File: config.mk
export PLATFORM = sky130hd
export DESIGN_NAME = uart_frame_loader_flat
export DESIGN_NICKNAME = d
export VERILOG_FILES = /design/src/rtl/uart_frame_loader_if.sv /design/src/rtl/uart_frame_loader.sv /design/src/flat_wrapper.sv
export SDC_FILE = /design/constraint.sdc
export NUM_CORES = 1
export LEC_CHECK = 0
export BUFFER_PORTS_ARGS = -buffer_cell sky130_fd_sc_hd__buf_4
export CAP_MARGIN = 20
export CORE_MARGIN = 1.5
export CORE_UTILIZATION = 61
export DETAILED_ROUTE_END_ITERATION = 8
export GPL_TIMING_DRIVEN = 0
export PLACE_DENSITY = 0.84
export SLEW_MARGIN = 40
export SYNTH_ARGS = -nofsm -noshare
export SYNTH_HDL_FRONTEND = slang
export SYNTH_SLANG_ARGS = --single-unit
File: constraint.sdc
create_clock -name clk -period 4.7 [get_ports clk]
set_input_delay 0.705 -clock clk [delete_from_list [all_inputs] [get_ports clk]]
set_output_delay 0.705 -clock clk [all_outputs]
set_load 0.01 [all_outputs]
File: src/rtl/uart_frame_loader_if.sv
// Byte-stream and BRAM-write bundle for uart_frame_loader.
// master = UART/control side, slave = the loader itself.
interface uart_frame_loader_if #(
    parameter int ADDR_W = 6
);
    logic [7:0]        rx_data;
    logic              rx_ready;
    logic              frame_ack;
    logic              mem_we;
    logic [ADDR_W-1:0] mem_addr;
    logic [7:0]        mem_din;
    logic              frame_done;
    logic              busy;
    logic              timeout_err;
    logic              chk_err;
    logic [7:0]        overrun_cnt;

    modport master (
        output rx_data, rx_ready, frame_ack,
        input  mem_we, mem_addr, mem_din, frame_done, busy,
        input  timeout_err, chk_err, overrun_cnt
    );

    modport slave (
        input  rx_data, rx_ready, frame_ack,
        output mem_we, mem_addr, mem_din, frame_done, busy,
        output timeout_err, chk_err, overrun_cnt
    );
endinterface

File: src/rtl/uart_frame_loader.sv
// Loads one header-delimited UART frame into the input tensor BRAM and locks it until acked.
// Optional macro CHECKSUM_EN: frame carries a trailing 8-bit modular-sum byte that is verified.
module uart_frame_loader #(
    parameter int         N_BYTES        = 64,
    parameter int         ADDR_W         = 6,
    parameter logic [7:0] HEADER         = 8'h01,
    parameter int         TIMEOUT_CYCLES = 1_000_000,
    parameter int         TO_W           = 20
) (
    input  logic               clk,
    input  logic               reset,
    uart_frame_loader_if.slave bus
);
    localparam int                DATA_W   = 8;
    localparam logic [ADDR_W-1:0] LAST_IDX = ADDR_W'(N_BYTES - 1);
    localparam logic [TO_W-1:0]   TO_LAST  = TO_W'(TIMEOUT_CYCLES - 1);

`ifdef CHECKSUM_EN
    typedef enum logic [1:0] {IDLE = 2'd0, LOAD = 2'd1, CHECK = 2'd2, HOLD = 2'd3} state_t;
`else
    typedef enum logic [1:0] {IDLE = 2'd0, LOAD = 2'd1, HOLD = 2'd3} state_t;
`endif

    function automatic logic [7:0] sat_inc8(input logic [7:0] v);
        return (v == 8'hFF) ? v : v + 8'd1;
    endfunction

    function automatic logic [DATA_W-1:0] csum_add(input logic [DATA_W-1:0] acc,
                                                   input logic [DATA_W-1:0] b);
        return acc + b;
    endfunction

    state_t              state_q;
    logic [ADDR_W-1:0]   idx_q;
    logic [TO_W-1:0]     to_cnt_q;
    logic                mem_we_q;
    logic [ADDR_W-1:0]   mem_addr_q;
    logic [DATA_W-1:0]   mem_din_q;
    logic                done_pend_q;
    logic                frame_done_q;
    logic                busy_q;
    logic                timeout_err_q;
    logic [7:0]          ovr_q;
`ifdef CHECKSUM_EN
    logic [DATA_W-1:0]   sum_q;
    logic                chk_err_q;
`endif

    logic [TO_W-1:0]     to_cnt_d;
    logic [ADDR_W-1:0]   idx_d;
    logic                to_expire;
    logic                hdr_seen;

    assign to_cnt_d  = to_cnt_q + TO_W'(1);
    assign idx_d     = idx_q + ADDR_W'(1);
    // Counter value k means k idle cycles have passed since the last accepted byte.
    assign to_expire = (to_cnt_d == TO_LAST);
    assign hdr_seen  = bus.rx_ready && (bus.rx_data == HEADER);

    always_ff @(posedge clk) begin
        if (reset) begin
            state_q       <= IDLE;
            idx_q         <= '0;
            to_cnt_q      <= '0;
            mem_we_q      <= 1'b0;
            mem_addr_q    <= '0;
            mem_din_q     <= '0;
            done_pend_q   <= 1'b0;
            frame_done_q  <= 1'b0;
            busy_q        <= 1'b0;
            timeout_err_q <= 1'b0;
            ovr_q         <= '0;
`ifdef CHECKSUM_EN
            sum_q         <= '0;
            chk_err_q     <= 1'b0;
`endif
        end else begin
            mem_we_q      <= 1'b0;
            timeout_err_q <= 1'b0;
            done_pend_q   <= 1'b0;
            frame_done_q  <= done_pend_q;
`ifdef CHECKSUM_EN
            chk_err_q     <= 1'b0;
`endif
            case (state_q)
                IDLE: begin
                    if (hdr_seen) begin
                        state_q  <= LOAD;
                        idx_q    <= '0;
                        to_cnt_q <= '0;
                        busy_q   <= 1'b1;
`ifdef CHECKSUM_EN
                        sum_q    <= '0;
`endif
                    end
                end

                LOAD: begin
                    if (bus.rx_ready) begin
                        mem_we_q   <= 1'b1;
                        mem_addr_q <= idx_q;
                        mem_din_q  <= bus.rx_data;
                        idx_q      <= idx_d;
                        to_cnt_q   <= '0;
`ifdef CHECKSUM_EN
                        sum_q      <= csum_add(sum_q, bus.rx_data);
`endif
                        if (idx_q == LAST_IDX) begin
                            idx_q <= '0;
`ifdef CHECKSUM_EN
                            state_q <= CHECK;
`else
                            // Pulse one cycle after the final write so the BRAM is settled.
                            state_q     <= HOLD;
                            done_pend_q <= 1'b1;
`endif
                        end
                    end else if (to_expire) begin
                        state_q       <= IDLE;
                        busy_q        <= 1'b0;
                        idx_q         <= '0;
                        to_cnt_q      <= '0;
                        timeout_err_q <= 1'b1;
                    end else begin
                        to_cnt_q <= to_cnt_d;
                    end
                end

`ifdef CHECKSUM_EN
                CHECK: begin
                    if (bus.rx_ready) begin
                        to_cnt_q <= '0;
                        if (bus.rx_data == sum_q) begin
                            state_q      <= HOLD;
                            frame_done_q <= 1'b1;
                        end else begin
                            state_q   <= IDLE;
                            busy_q    <= 1'b0;
                            chk_err_q <= 1'b1;
                        end
                    end else if (to_expire) begin
                        state_q       <= IDLE;
                        busy_q        <= 1'b0;
                        idx_q         <= '0;
                        to_cnt_q      <= '0;
                        timeout_err_q <= 1'b1;
                    end else begin
                        to_cnt_q <= to_cnt_d;
                    end
                end
`endif

                HOLD: begin
                    // A byte arriving with the ack is still dropped, never taken as a header.
                    if (bus.rx_ready) begin
                        ovr_q <= sat_inc8(ovr_q);
                    end
                    if (bus.frame_ack) begin
                        state_q <= IDLE;
                        busy_q  <= 1'b0;
                    end
                end

                default: begin
                    state_q <= IDLE;
                    busy_q  <= 1'b0;
                end
            endcase
        end
    end

    assign bus.mem_we      = mem_we_q;
    assign bus.mem_addr    = mem_addr_q;
    assign bus.mem_din     = mem_din_q;
    assign bus.frame_done  = frame_done_q;
    assign bus.busy        = busy_q;
    assign bus.timeout_err = timeout_err_q;
    assign bus.overrun_cnt = ovr_q;
`ifdef CHECKSUM_EN
    assign bus.chk_err     = chk_err_q;
`else
    assign bus.chk_err     = 1'b0;
`endif

endmodule

File: src/flat_wrapper.sv
// flat-port wrapper written by rule: the top's interface ports become plain ports
module uart_frame_loader_flat 
#(
    parameter int         N_BYTES        = 64,
    parameter int         ADDR_W         = 6,
    parameter logic [7:0] HEADER         = 8'h01,
    parameter int         TIMEOUT_CYCLES = 1_000_000,
    parameter int         TO_W           = 20
)
  (clk, reset, bus_rx_data, bus_rx_ready, bus_frame_ack, bus_mem_we, bus_mem_addr, bus_mem_din, bus_frame_done, bus_busy, bus_timeout_err, bus_chk_err, bus_overrun_cnt);
  uart_frame_loader_if #(.ADDR_W(ADDR_W)) bus_i ();
  input  logic clk;
  input  logic reset;
  input wire logic [$bits(bus_i.rx_data)-1:0] bus_rx_data;
  input wire logic [$bits(bus_i.rx_ready)-1:0] bus_rx_ready;
  input wire logic [$bits(bus_i.frame_ack)-1:0] bus_frame_ack;
  output wire logic [$bits(bus_i.mem_we)-1:0] bus_mem_we;
  output wire logic [$bits(bus_i.mem_addr)-1:0] bus_mem_addr;
  output wire logic [$bits(bus_i.mem_din)-1:0] bus_mem_din;
  output wire logic [$bits(bus_i.frame_done)-1:0] bus_frame_done;
  output wire logic [$bits(bus_i.busy)-1:0] bus_busy;
  output wire logic [$bits(bus_i.timeout_err)-1:0] bus_timeout_err;
  output wire logic [$bits(bus_i.chk_err)-1:0] bus_chk_err;
  output wire logic [$bits(bus_i.overrun_cnt)-1:0] bus_overrun_cnt;
  assign bus_i.rx_data = bus_rx_data;
  assign bus_i.rx_ready = bus_rx_ready;
  assign bus_i.frame_ack = bus_frame_ack;
  assign bus_mem_we = bus_i.mem_we;
  assign bus_mem_addr = bus_i.mem_addr;
  assign bus_mem_din = bus_i.mem_din;
  assign bus_frame_done = bus_i.frame_done;
  assign bus_busy = bus_i.busy;
  assign bus_timeout_err = bus_i.timeout_err;
  assign bus_chk_err = bus_i.chk_err;
  assign bus_overrun_cnt = bus_i.overrun_cnt;
  uart_frame_loader #(.N_BYTES(N_BYTES), .ADDR_W(ADDR_W), .HEADER(HEADER), .TIMEOUT_CYCLES(TIMEOUT_CYCLES), .TO_W(TO_W)) u_core (.clk(clk), .reset(reset), .bus(bus_i));
endmodule
# == After elaboration in Yosys (flattened, before gate mapping) ==
# Index checks and enable logic that the tools add are counted.
# totals
regBits,55
input_bits,12
# classes
reduce_logical,12
mux,23
add_sub_neg,3
eq_ne,12
bitwise_logic,3
# ops
op,n
20-bit two-way mux,3
20-bit one-hot mux with 2 select lines,1
6-bit two-way mux,4
"20-bit by 1-bit adder with 20-bit output, second input constant",1
"20-bit equality test, second input constant",1
6-bit one-hot mux with 2 select lines,1
2-bit two-way mux,5
"8-bit by 1-bit adder with 8-bit output, second input constant",1
"8-bit by 1-bit equality test with 1-bit output, second input constant",1
"8-bit equality test, second input constant",1
4-bit AND reduction,2
1-bit two-way mux,7
"6-bit by 1-bit adder with 6-bit output, second input constant",1
"6-bit equality test, second input constant",1
"3-bit by 2-bit inequality test with 1-bit output, second input constant",2
2-bit one-hot mux with 3 select lines,1
3-bit AND reduction,2
3-bit OR reduction,2
"2-bit by 1-bit inequality test with 1-bit output, second input constant",2
"2-bit inequality test, second input constant",2
2-bit AND reduction,2
1-bit NOT,3
1-bit one-hot mux with 3 select lines,1
"2-bit by 1-bit equality test with 1-bit output, second input constant",1
5 further kinds,5

# == Longest topological paths before layout ==
# Gate-level depths: netlist (run 1).
# logic_depth
depth_word,5
depth_mapped,9

# == Worst setup path before layout (run 1) ==
# No wires, ideal clock.
# synth_path
path_kind,register -> register
from,register u_core.to_cnt_q[0]
to,register u_core.idx_q[1]
path_buffers,1
slack_ns,2.102
stages_incl_launch_ff,10
arrival_time_ns,2.481
setup_time_ns,0.117
cell_sequence,dfxtp_1 > ha_1 > inv_2 > or4_1 > a211o_1 > a211oi_2 > o2111ai_2 > a31oi_4 > buf_4 > o21ai_1
# synth_between
elab_chain_len,4
# synth_rtl
element,line,source
start: declaration,uart_frame_loader.sv:35,logic [TO_W-1:0] to_cnt_q;
start signal: assignment,uart_frame_loader.sv:125,to_cnt_q <= to_cnt_d;
20-bit by 1-bit adder with 20-bit output,uart_frame_loader.sv:54,assign to_cnt_d = to_cnt_q + TO_W'(1);
20-bit equality test,uart_frame_loader.sv:57,assign to_expire = (to_cnt_d == TO_LAST);
3-bit by 2-bit inequality test with 1-bit output (no line),--,
3-bit AND reduction (no line),--,
end signal: assignment,uart_frame_loader.sv:103,idx_q <= idx_d;
end: declaration,uart_frame_loader.sv:34,logic [ADDR_W-1:0] idx_q;
# Every way passes these cells.
# A chain may end at the register's enable or synchronous reset.

# == Final worst setup path (run 1) ==
# layout_path
from,register u_core.to_cnt_q[0]
to,register u_core.to_cnt_q[6]
# layout_between
elab_chain_len,5
# layout_rtl
element,line,source
20-bit by 1-bit adder with 20-bit output *,uart_frame_loader.sv:54,
20-bit equality test,uart_frame_loader.sv:57,
20-bit two-way mux *,uart_frame_loader.sv:118,end else if (to_expire) begin
20-bit two-way mux *,uart_frame_loader.sv:99,if (bus.rx_ready) begin
20-bit one-hot mux with 2 select lines *,uart_frame_loader.sv:85,case (state_q)
# Every way passes the cells marked *; elsewhere a longest branch is shown, timed or not.

==> results of run 1 <==
[placed cells by master (no fill, tap or decap), types with 4 or more instances in the layout]
master,Yosys,layout
a211oi_1,5,5
a21oi_1,23,23
a31oi_1,4,4
and3_1,6,6
buf_2,4,4
buf_4,3,39
clkbuf_1,12,12
clkbuf_8,0,5
dfxtp_1,55,55
ha_1,5,5
inv_1,5,5
nand2_1,50,50
nand2b_1,5,5
nand3_1,14,14
nand4_1,8,8
nor2_1,20,20
nor3_1,22,22
nor4_1,8,8
o21ai_0,5,5
or3_1,5,5
xnor2_1,15,15
xor2_1,12,12
[synthesized netlist by cell type (3+ instances only)]
cell and count:
a211oi_1 5, a21oi_1 23, a31oi_1 4, and3_1 6, and4_1 3, buf_2 4, buf_4 3, clkbuf_1 12
dfxtp_1 55, ha_1 5, inv_1 5, nand2_1 50, nand2b_1 5, nand3_1 14, nand4_1 8, nor2_1 20
nor3_1 22, nor4_1 8, o21ai_0 5, or3_1 5, xnor2_1 15, xor2_1 12
[area by class of cell]
class,instances,share of cell area [%]
multi-input cells,247,48.0
flip-flops and latches,55,35.1
repair buffers,36,8.61
plain buffers,20,2.91
clock buffers,5,2.19
well taps,52,2.07
inverters,6,0.718
clock inverters,2,0.439
[metal layers]
metal	vias to the layer above	routed length, µm	global-route usage (%)
li1	1241	-	-
met1	1157	2770	34.2
met2	53	2730	39.8
met3	8	243	4.80
met4	0	95	9.40
met5	-	0	0
[through the flow]
| step | instances | hold WS, ns |
|---|---|---|
| finish | 423 | 0.456 |
| floorplan | 328 | 0.414 |
| global placement | 416 | 0.423 |
| detailed placement | 416 | 0.439 |
| CTS | 423 | 0.458 |
| global route | 423 | 0.477 |
[worst min-delay path by stage]
stage,end
floorplan,u_core.bus.frame_done
global placement,u_core.bus.frame_done
detailed placement,u_core.bus.frame_done
CTS,u_core.bus.frame_done
global route,u_core.bus.frame_done
finish,u_core.bus.frame_done
[flip-flops by register name (all words and copies together), names as in the netlist]
signal,cells
u_core.bus.overrun_cnt,8
u_core.done_pend_q,1
u_core.bus.mem_addr,6
u_core.bus.mem_din,8
u_core.idx_q,6
u_core.bus.mem_we,1
u_core.to_cnt_q,20
u_core.bus.frame_done,1
u_core.bus.timeout_err,1
u_core.bus.busy,1
u_core.state_q,2
[power by group]
group	internal (mW)	switching, mW	total, mW
sequential	0.466	0.000437	0.466
clock	0.102	0.153	0.255
combinational	0.00927	0.0146	0.0239
[cell families (layout without fill, tap and decap cells)]
group / count (synthesis) / in the layout / synth area share (%)
compound gates: 56 / 56 / 14.4
flops: 55 / 55 / 40.5
buf+inv: 26 / 69 / 4.19
other cells: 1 / 1 / 0.138
mux: 3 / 3 / 1.15
fa+ha+maj: 5 / 5 / 2.30
simple gates: 155 / 155 / 28.7
xor+xnor: 27 / 27 / 8.69
[critical path, stage by stage, from the launching register on]
cell	delay, ns
dfxtp_1	0.49
ha_1	0.30
inv_2	0.06
or4_1	0.50
a211o_1	0.33
a211oi_2	0.21
o2111ai_2	0.21
a31oi_4	0.38
buf_4	0.24
nor3_1	0.07
==> metrics, run 1 <==
status=finished, final reports clean; core area=0.00432 mm²; ys async rst share=0%; fin nets=388; end of the worst register-to-register path=u_core.to_cnt_q[6]; Synth Net Count=345; top cell type's share of synthesized area=40.5%; Synth Cell Area=0.00272 mm²; RR Startpoint=u_core.to_cnt_q[0]; Die Wd=69.8 µm; number of global-route vias before repair=roughly 2200; WP data required=just under 5 ns; clk sink count=55; endpoint class of the critical path=flip-flop; GRT Util Overall=25.2%; Place WS=1.67 ns; CP Launch Point=u_core.to_cnt_q[0]; Worst Max-Slew Pin Slew=0.578 ns; Vias/cell=5.81; Pwr Total=roughly 0.75 mW; Chip Height=69.8 µm; initial drt markers=144; Initial Utilization=62.9%; biggest area consumer among synthesized cells=dfxtp_1; Synth warnings=0; CTS H-tree depth=2; leakage power=roughly 1.1 nW; Arr. time, crit path=3.10 ns; sequential cell area=0.00110 mm²; WL per Instance=13.8 µm; Util after Layout=72.6%; Setup TNS Final=0 ns; Root Buffer=clkbuf_8; die area=0.00487 mm²; main flop type after synthesis=dfxtp_1; postcts setup bufs=0; fin crit share=62.2%; placed instance area=between 0.003 and 0.004 mm²; unique cell type count in the Yosys netlist=51; number of max-cap violations=0; worst clock skew=~0.009 ns; # DRC=0; Hold Path Origin=u_core.done_pend_q; share of cells above drive strength 1=15.9%; post-CTS sizing=0; PD cells=about 240 mW/mm²; reg2reg setup slack=1.78 ns; final WL=5840 µm; TritonCTS Buffers=5; Critical Path Sink=u_core.to_cnt_q[6]; crit path launch type=flip-flop; I/O Buffers=36; slew margin rel.=61.1%; Synth area leaders=dfxtp_1 (40%), nand2_1 (6.9%), xnor2_1 (4.8%); setup violators final=0; n_diodes=0; area grow syn2layout=15.4%; kind of critical path=flip-flop to flip-flop; fin area=0.00314 mm²; Yosys reg bits=55; Cell Rows=24; worst setup margin=1.78 ns; GRT overflow=0; Post-DRT Antenna Nets=0; cts hold-fix bufs=0; CTS tree=yes; Hold Path Stages=1; Peak VDD IR=0.197 mV; GPL Wtd Cong=around 0.85; first-pass GRT wire length=9970 µm; worst min-delay path class=flip-flop to flip-flop; clock-pin slew on the worst setup and hold paths=0.09 ns; RSZ-0062 raised after global routing=false; drt pass-1 iters=4; largest net degree at the start of global routing=17; Final Max Tran Viols=0; Post-synth EDFFs=0; Clk Latency, worst-skew pair=just over 0.3 ns; antenna violations before repair=0; Syn Area/Cell=8.29 µm²; largest buffer count on any clock path=2; Worst Reg-to-Reg Cells=9; DR vias=2459; Final Hold Vio Count=0; Worst Path Max Fanout=10; multi-input logic area=0.00151 mm²; register area share after synthesis=between 40 and 50%; I/O Pins=39; filler cell count in the final layout=360; Max Clk Rate=342 MHz; detailed placer's ending HPWL=roughly 4200 µm; Post-Syn Instances=between 300 and 400; min cycle time layout=roughly 3 ns
Power figures use the tool's default switching activity.
==> inputs of run 2 (changes only) <==
--- a/config.mk
+++ b/config.mk
@@ -5,13 +5,14 @@
 export SDC_FILE = /design/constraint.sdc
 export NUM_CORES = 1
 export LEC_CHECK = 0
+export ABC_AREA = 1
 export BUFFER_PORTS_ARGS = -buffer_cell sky130_fd_sc_hd__buf_4
 export CAP_MARGIN = 20
 export CORE_MARGIN = 1.5
-export CORE_UTILIZATION = 61
+export CORE_UTILIZATION = 57
 export DETAILED_ROUTE_END_ITERATION = 8
 export GPL_TIMING_DRIVEN = 0
-export PLACE_DENSITY = 0.84
+export PLACE_DENSITY = 0.79
 export SLEW_MARGIN = 40
 export SYNTH_ARGS = -nofsm -noshare
 export SYNTH_HDL_FRONTEND = slang
==> constraint.sdc (replaced) <==
create_clock -name clk -period 2.8 [get_ports clk]
set_input_delay 0.42 -clock clk [delete_from_list [all_inputs] [get_ports clk]]
set_output_delay 0.42 -clock clk [all_outputs]
set_load 0.01 [all_outputs]
==> metrics, run 2 <==
endpoint class of the critical path=flip-flop; clk sink count=55 (unchanged); GRT Util Overall=24.9% (-0.25 points); biggest area consumer among synthesized cells=dfxtp_1; die area=0.00535 mm² (+9.9%); Final Hold Vio Count=0 (unchanged); I/O Buffers=37 (+2.8%); antenna violations before repair=0 (unchanged); GPL Wtd Cong=0.910 (+7.2%); Root Buffer=clkbuf_8; fin crit share=80.7% (+19 points); worst clock skew=0.00494 ns (-0.00408 ns); filler cell count in the final layout=419 (+16%); min cycle time layout=2.26 ns (-0.662 ns); Worst path max stage delay=0.44 ns (-0.06 ns); WL per Instance=11.9 µm (-14%); Vias/cell=5.17 (-11%); post-synthesis compound-gate area fraction=11.0% (-3.4 points); leakage power=1.36 nW (+23%); Reg power frac=45.0% (-18 points); Final Max Tran Viols=0 (unchanged); final WL=6290 µm (+7.8%); main flop type after synthesis=dfxtp_1; GRT overflow=0 (unchanged); sw power=0.816 mW (+390%); fraction of the mapped netlist area in simple logic gates=36.6% (+8.0 points); register with the most flip-flops=u_core.to_cnt_q; Post-Syn Instances=418 (+27%); kind of critical path=flip-flop to flip-flop; first-pass GRT wire length=10400 µm (+4.2%); Crit-path slowest cell=dfxtp_1; fraction of synthesized area in multiplexers=1.07% (-0.079 points); RSZ-0062 raised after global routing=false; initial drt markers=214 (+49%); clock power share=20.4% (-14 points); Yosys reg bits=55 (unchanged); crit path cell chain=ha_1, inv_1, nor2_4, nand2_1, nor2_1, xor2_1, nand2_1, nor2_1, nand3_2, nand2_2, nand2_4, nand2_4, buf_8, nor2_1; Worst Path Max Fanout=10 (unchanged); main combinational cell family by area after synthesis=simple AND/OR/NAND/NOR gates; largest buffer count on any clock path=2 (unchanged); DR vias=2741 (+11%); number of global-route vias before repair=2327 (+7.5%); top cell type's share of synthesized area=39.3% (-1.2 points); TritonCTS Buffers=5 (unchanged); number of max-cap violations=0 (unchanged); I/O Pins=39 (unchanged); register area share after synthesis=39.3% (-1.2 points); Worst Reg-to-Reg Cells=14 (+5); Cell Rows=25 (+4.2%); largest net degree at the start of global routing=18 (+1); Synth warnings=0 (unchanged); Top cell by count, worst path=nor2_1; Synth Net Count=435 (+26%); core area=0.00472 mm² (+9.2%); Pwr Total=2.15 mW (+190%); Gate power share=34.5% (+31 points); area grow syn2layout=16.0%; cts hold-fix bufs=0 (unchanged); clock-pin slew on the worst setup and hold paths=0.10 ns (about the same); Hold Path Stages=2 (+1); n_diodes=0 (unchanged); Peak VDD IR=0.425 mV (+120%); crit path launch type=flip-flop; XOR/XNOR share of the synthesized area=1.87% (-6.8 points); drt pass-1 iters=5 (+1); CTS tree=yes; max FFs per register=20 (unchanged); unique cell type count in the Yosys netlist=31 (-39%); Synth Cell Area=0.00281 mm² (+3.1%); Arr. time, crit path=2.46 ns (-0.64 ns); Initial Utilization=59.4% (-3.5 points); Post-synth EDFFs=0 (unchanged); postcts setup bufs=0 (unchanged); Adder-Cell Fraction of Synth Area=2.23% (-0.070 points); WP data required=3.00 ns (-1.88 ns); worst min-delay path class=primary input to flip-flop; # DRC=0 (unchanged); Setup TNS Final=0 ns (unchanged); fin nets=479 (+23%); post-CTS sizing=0 (unchanged); status=finished, final reports clean; share of cells above drive strength 1=14.0% (-1.9 points); detailed placer's ending HPWL=4700 µm (+11%); Post-DRT Antenna Nets=0 (unchanged); most frequent cells in the layout=nand2_1 (100), nor2_1 (82), dfxtp_1 (55); PD cells=660 mW/mm² (+180%); ys async rst share=0% (unchanged); Die Wd=73.2 µm (+4.8%); Post-synth top cells=nand2_1 (100), nor2_1 (82), dfxtp_1 (55); setup violators final=0 (unchanged); Net Sw Frac=38.0% (+16 points); most numerous cell in the Yosys netlist=nand2_1; Max Clk Rate=442 MHz (+29%); CTS H-tree depth=2 (unchanged); Syn Area/Cell=6.71 µm² (-19%); Synth area leaders=dfxtp_1 (39%), nand2_1 (13%), nor2_1 (11%); most common cell after layout, fill and taps aside=nand2_1; P_int=1.33 mW (+130%); Clk Latency, worst-skew pair=0.31 ns (about the same); Chip Height=73.2 µm (+4.8%)
-- run 2: cell types whose count changed after synthesis, moves of 12 or more --
cell     previous run  this run
nor2_1             20        82
nand2_1            50       100
inv_1               5        39
o21ai_0             5        38
nor3_1             22         2
xnor2_1            15         3
-- run 2: cell type report --
class | instances | area (µm²) | share of cell area [%]
plain buffers | 12 | 68.8 | 2.11
flip-flops and latches | 55 | 1100 | 33.8
well taps | 67 | 83.8 | 2.58
inverters | 40 | 150 | 4.61
clock inverters | 3 | 18.8 | 0.577
repair buffers | 37 | 278 | 8.54
multi-input cells | 311 | 1490 | 45.6
clock buffers | 5 | 68.8 | 2.11
-- run 2: routing by layer --
layer	GRT usage [%]	vias up	wire length, µm
met1	35.8	1226	3080
met3	5.11	6	371
met2	38.4	90	2780
li1	-	1419	-
met4	5.66	0	62
met5	0	-	0
-- run 2: per-stage QoR --
stage	utilization, %	hold WS, ns	std cells	instance area [µm²]	setup slack [ns]
after floorplan	-	0.388	418	2810	0.868
after global placement	67.0	0.394	522	3170	0.383
after detailed placement	67.0	0.407	522	3170	0.383
after CTS	68.9	0.292	530	3250	0.534
after global routing	68.9	0.301	530	3250	0.289
final	68.9	0.298	530	3250	0.539
-- run 2: worst max-delay path: cells and delay by family, from the launching register on --
family / cells / cell delay, ns
XOR/XNOR: 1 / 0.20
flip-flops: 1 / 0.44
buffers and inverters: 2 / 0.22
adder cells (fa/ha/maj): 1 / 0.21
AND/OR/NAND/NOR: 10 / 1.08
-- run 2: worst paths after layout --
path	endpoint	slack [ns]	startpoint
worst max-delay path	u_core.to_cnt_q[14]	0.54	u_core.to_cnt_q[0]
worst min-delay path	u_core.bus.timeout_err	0.30	bus_rx_ready
worst max register to register	u_core.to_cnt_q[14]	0.54	u_core.to_cnt_q[0]
worst min register to register	u_core.bus.frame_done	0.42	u_core.done_pend_q
-- run 2: power by group through the flow --
stage,Sequential (mW),Combinational [mW],Clock (mW)
finish,0.967,0.742,0.439
global route,0.981,0.841,0.484
CTS,0.965,0.741,0.450
detailed placement,0.981,0.735,0
global placement,0.979,0.718,0
floorplan,0.984,0.505,0
-- run 2: cell families (layout without fill, tap and decap cells) --
kind of cell | Yosys count | count (layout)
AOI/OAI and AO/OA | 60 | 60
xor gates and xnor gates | 6 | 6
adders and majority gates | 5 | 5
buffers and inverters | 52 | 97
DFF | 55 | 55
muxes | 3 | 3
other | 1 | 1
and+or+nand+nor | 236 | 236
==> inputs of run 3 (changes only) <==
--- a/config.mk
+++ b/config.mk
@@ -9,10 +9,10 @@
 export BUFFER_PORTS_ARGS = -buffer_cell sky130_fd_sc_hd__buf_4
 export CAP_MARGIN = 20
 export CORE_MARGIN = 1.5
-export CORE_UTILIZATION = 57
+export CORE_UTILIZATION = 51
 export DETAILED_ROUTE_END_ITERATION = 8
 export GPL_TIMING_DRIVEN = 0
-export PLACE_DENSITY = 0.79
+export PLACE_DENSITY = 0.75
 export SLEW_MARGIN = 40
 export SYNTH_ARGS = -nofsm -noshare
 export SYNTH_HDL_FRONTEND = slang
==> constraint.sdc (replaced) <==
create_clock -name clk -period 1.9 [get_ports clk]
set_input_delay 0.285 -clock clk [delete_from_list [all_inputs] [get_ports clk]]
set_output_delay 0.285 -clock clk [all_outputs]
set_load 0.01 [all_outputs]
==> metrics, run 3 (synthesized netlist as in run 2, its figures left out) <==
status=complete, but fails checks; violated checks=setup timing; Worst path max stage delay=0.41 ns (-0.03 ns); CP delay by family, top=simple AND/OR/NAND/NOR gates; worst clock skew=0.0148 ns (+0.00988 ns); core area=0.00520 mm² (+10%); most common cell after layout, fill and taps aside=nand2_1; sequential cell area=0.00111 mm² (+1.2%); fin crit share=109% (+29 points); Final Max Tran Viols=0 (unchanged); detailed placer's ending HPWL=4870 µm (+3.5%); max FFs per register=20 (unchanged); Max Clk Rate=481 MHz (+8.7%); share of cells above drive strength 1=22.4% (+8.3 points); Arr. time, crit path=2.29 ns (-0.17 ns); DR vias=2897 (+5.7%); CTS tree=yes; GRT Util Overall=24.3% (-0.61 points); Die Wd=77.2 µm (+5.5%); RSZ-0062 raised after global routing=true; I/O Buffers=37 (unchanged); number of max-cap violations=0 (unchanged); fin area=0.00355 mm² (+9.2%); multi-input logic area=0.00160 mm² (+7.7%); endpoint class of the critical path=flip-flop; Clk Latency, worst-skew pair=0.32 ns (about the same); kind of critical path=flip-flop to flip-flop; final cell count without fillers=548 (+3.4%); # DRC=0 (unchanged); clock-pin slew on the worst setup and hold paths=0.11 ns (about the same); CTS H-tree depth=2 (unchanged); Place WS=-0.317 ns (-0.699 ns); largest net degree at the start of global routing=19 (+1); register with the most flip-flops=u_core.to_cnt_q; fin nets=494 (+3.1%); Crit-path slowest cell=dfxtp_4; most used routing layer=met2; clk sink count=55 (unchanged); GPL Wtd Cong=0.943 (+3.7%); crit path launch type=flip-flop; Post-DRT Antenna Nets=0 (unchanged); met2 Usage GRT=41.1% (+2.8 points); Net Sw Frac=38.6% (+0.65 points); Chip Height=77.2 µm (+5.5%); initial drt markers=244 (+14%); reg2reg setup slack=-0.18 ns (-0.72 ns); Gate power share=37.6% (+3.1 points); final WL=7160 µm (+14%); filler cell count in the final layout=436 (+4.1%); Worst Path Max Fanout=6 (-4); GRT overflow=0 (unchanged); Reg power frac=42.2% (-2.8 points); WP buf/inv=2 (unchanged); min cycle time layout=2.08 ns (-0.181 ns); Placed Instances=525 (+0.57%); WL per Instance=13.1 µm (+10%); largest buffer count on any clock path=2 (unchanged); sw power=1.32 mW (+62%); Initial Utilization=53.9% (-5.5 points); setup violators final=29 (+29); Root Buffer=clkbuf_8; leakage power=1.47 nW (+8.0%); antenna violations before repair=0 (unchanged); GR Util met3=5.71% (+0.60 points); n_diodes=0 (unchanged); placed instance area=0.00318 mm² (+0.28%); PD cells=962 mW/mm² (+46%); die area=0.00595 mm² (+11%); worst min-delay path class=primary input to flip-flop; drt pass-1 iters=4 (-1); worst setup margin=-0.179 ns (-0.719 ns); most frequent cells in the layout=nand2_1 (94), nor2_1 (75), buf_4 (50), dfxtp_1 (50), inv_1 (38); WP data required=2.11 ns (-0.89 ns); Final Hold Vio Count=0 (unchanged); TritonCTS Buffers=5 (unchanged); first-pass GRT wire length=11600 µm (+12%); crit path cell chain=ha_4, inv_2, nor2_4, nand2_2, nor2_4, xor2_2, nand2_1, nor2_1, nand3_2, nand2_4, nand2_4, nand2_8, clkbuf_16, nor2_1; number of global-route vias before repair=2612 (+12%); Cell Rows=26 (+4.0%); GR Util met1=30.6% (-5.2 points); clock power share=20.2% (-0.2 points); Vias/cell=5.29 (+2.2%); Peak VDD IR=0.530 mV (+25%); I/O Pins=39 (unchanged); worst hold slack=0.152 ns (-0.146 ns); area grow syn2layout=26.6%; cts hold-fix bufs=0 (unchanged); P_int=2.10 mW (+57%)
[run 3: changes by cell type in the layout (fill, tap and decap cells not counted), sizes merged]
cell,previous run,this run
clkinv,2,1
clkbuf,13,14
buf,41,55
clkinvlp,0,1
[run 3: per-layer routing]
metal / up-vias / routed length, µm
li1: 1450 / -
met1: 1333 / 3060
met2: 100 / 3430
met3: 14 / 549
met4: 0 / 125
met5: - / 0
[run 3: area by class of cell]
| type | count | share of cell area (%) |
|---|---|---|
| Sequential cell | 55 | 31.4 |
| Clock inverter | 3 | 0.669 |
| Clock buffer | 5 | 1.94 |
| Tap cell | 70 | 2.47 |
| Inverter | 40 | 4.23 |
| Timing Repair Buffer | 52 | 12.2 |
| Buffer | 12 | 2.15 |
| Multi-Input combinational cell | 311 | 45.0 |
[run 3: worst register-to-register path: cells and delay by family (launching register included)]
family                     cells  cell delay [ns]
xor gates and xnor gates       1             0.17
adders and majority gates      1             0.15
DFF                            1             0.41
and+or+nand+nor               10             1.06
buffers and inverters          2             0.20
[run 3: metrics by stage]
step                util, %  TNS [ns]  total power [mW]
floorplan                 -         0              2.20
global placement       61.0     -7.02              2.51
detailed placement     61.0     -7.19              2.54
CTS                    66.1     -2.99              3.34
global route           68.2     -7.78              3.63
finish                 68.2     -4.12              3.42
[run 3: what timing repair did]
item | in CTS | in global routing
gates resized for setup | 21 | 22
setup endpoints to repair | 29 | 39
pin swaps | 10 | 6
cloned | 1 | 1
buffers inserted | 9 | 4
[run 3: power groups by stage]
stage	clock network, mW	logic [mW]	registers (mW)
2_1_floorplan	0	0.744	1.45
3_3_place_gp	0	1.06	1.45
3_5_place_dp	0	1.09	1.45
4_1_cts	0.701	1.20	1.43
5_1_grt	0.742	1.43	1.46
6_report	0.692	1.28	1.44
[run 3: path summary, 6_finish.rpt]
path                            from                    end  cells after the start
setup / recovery  u_core.to_cnt_q[0]    u_core.to_cnt_q[14]                     14
hold / removal        bus_rx_data[6]  u_core.bus.mem_din[6]                      3
setup reg to reg  u_core.to_cnt_q[0]    u_core.to_cnt_q[14]                     14
hold reg to reg   u_core.done_pend_q  u_core.bus.frame_done                      2
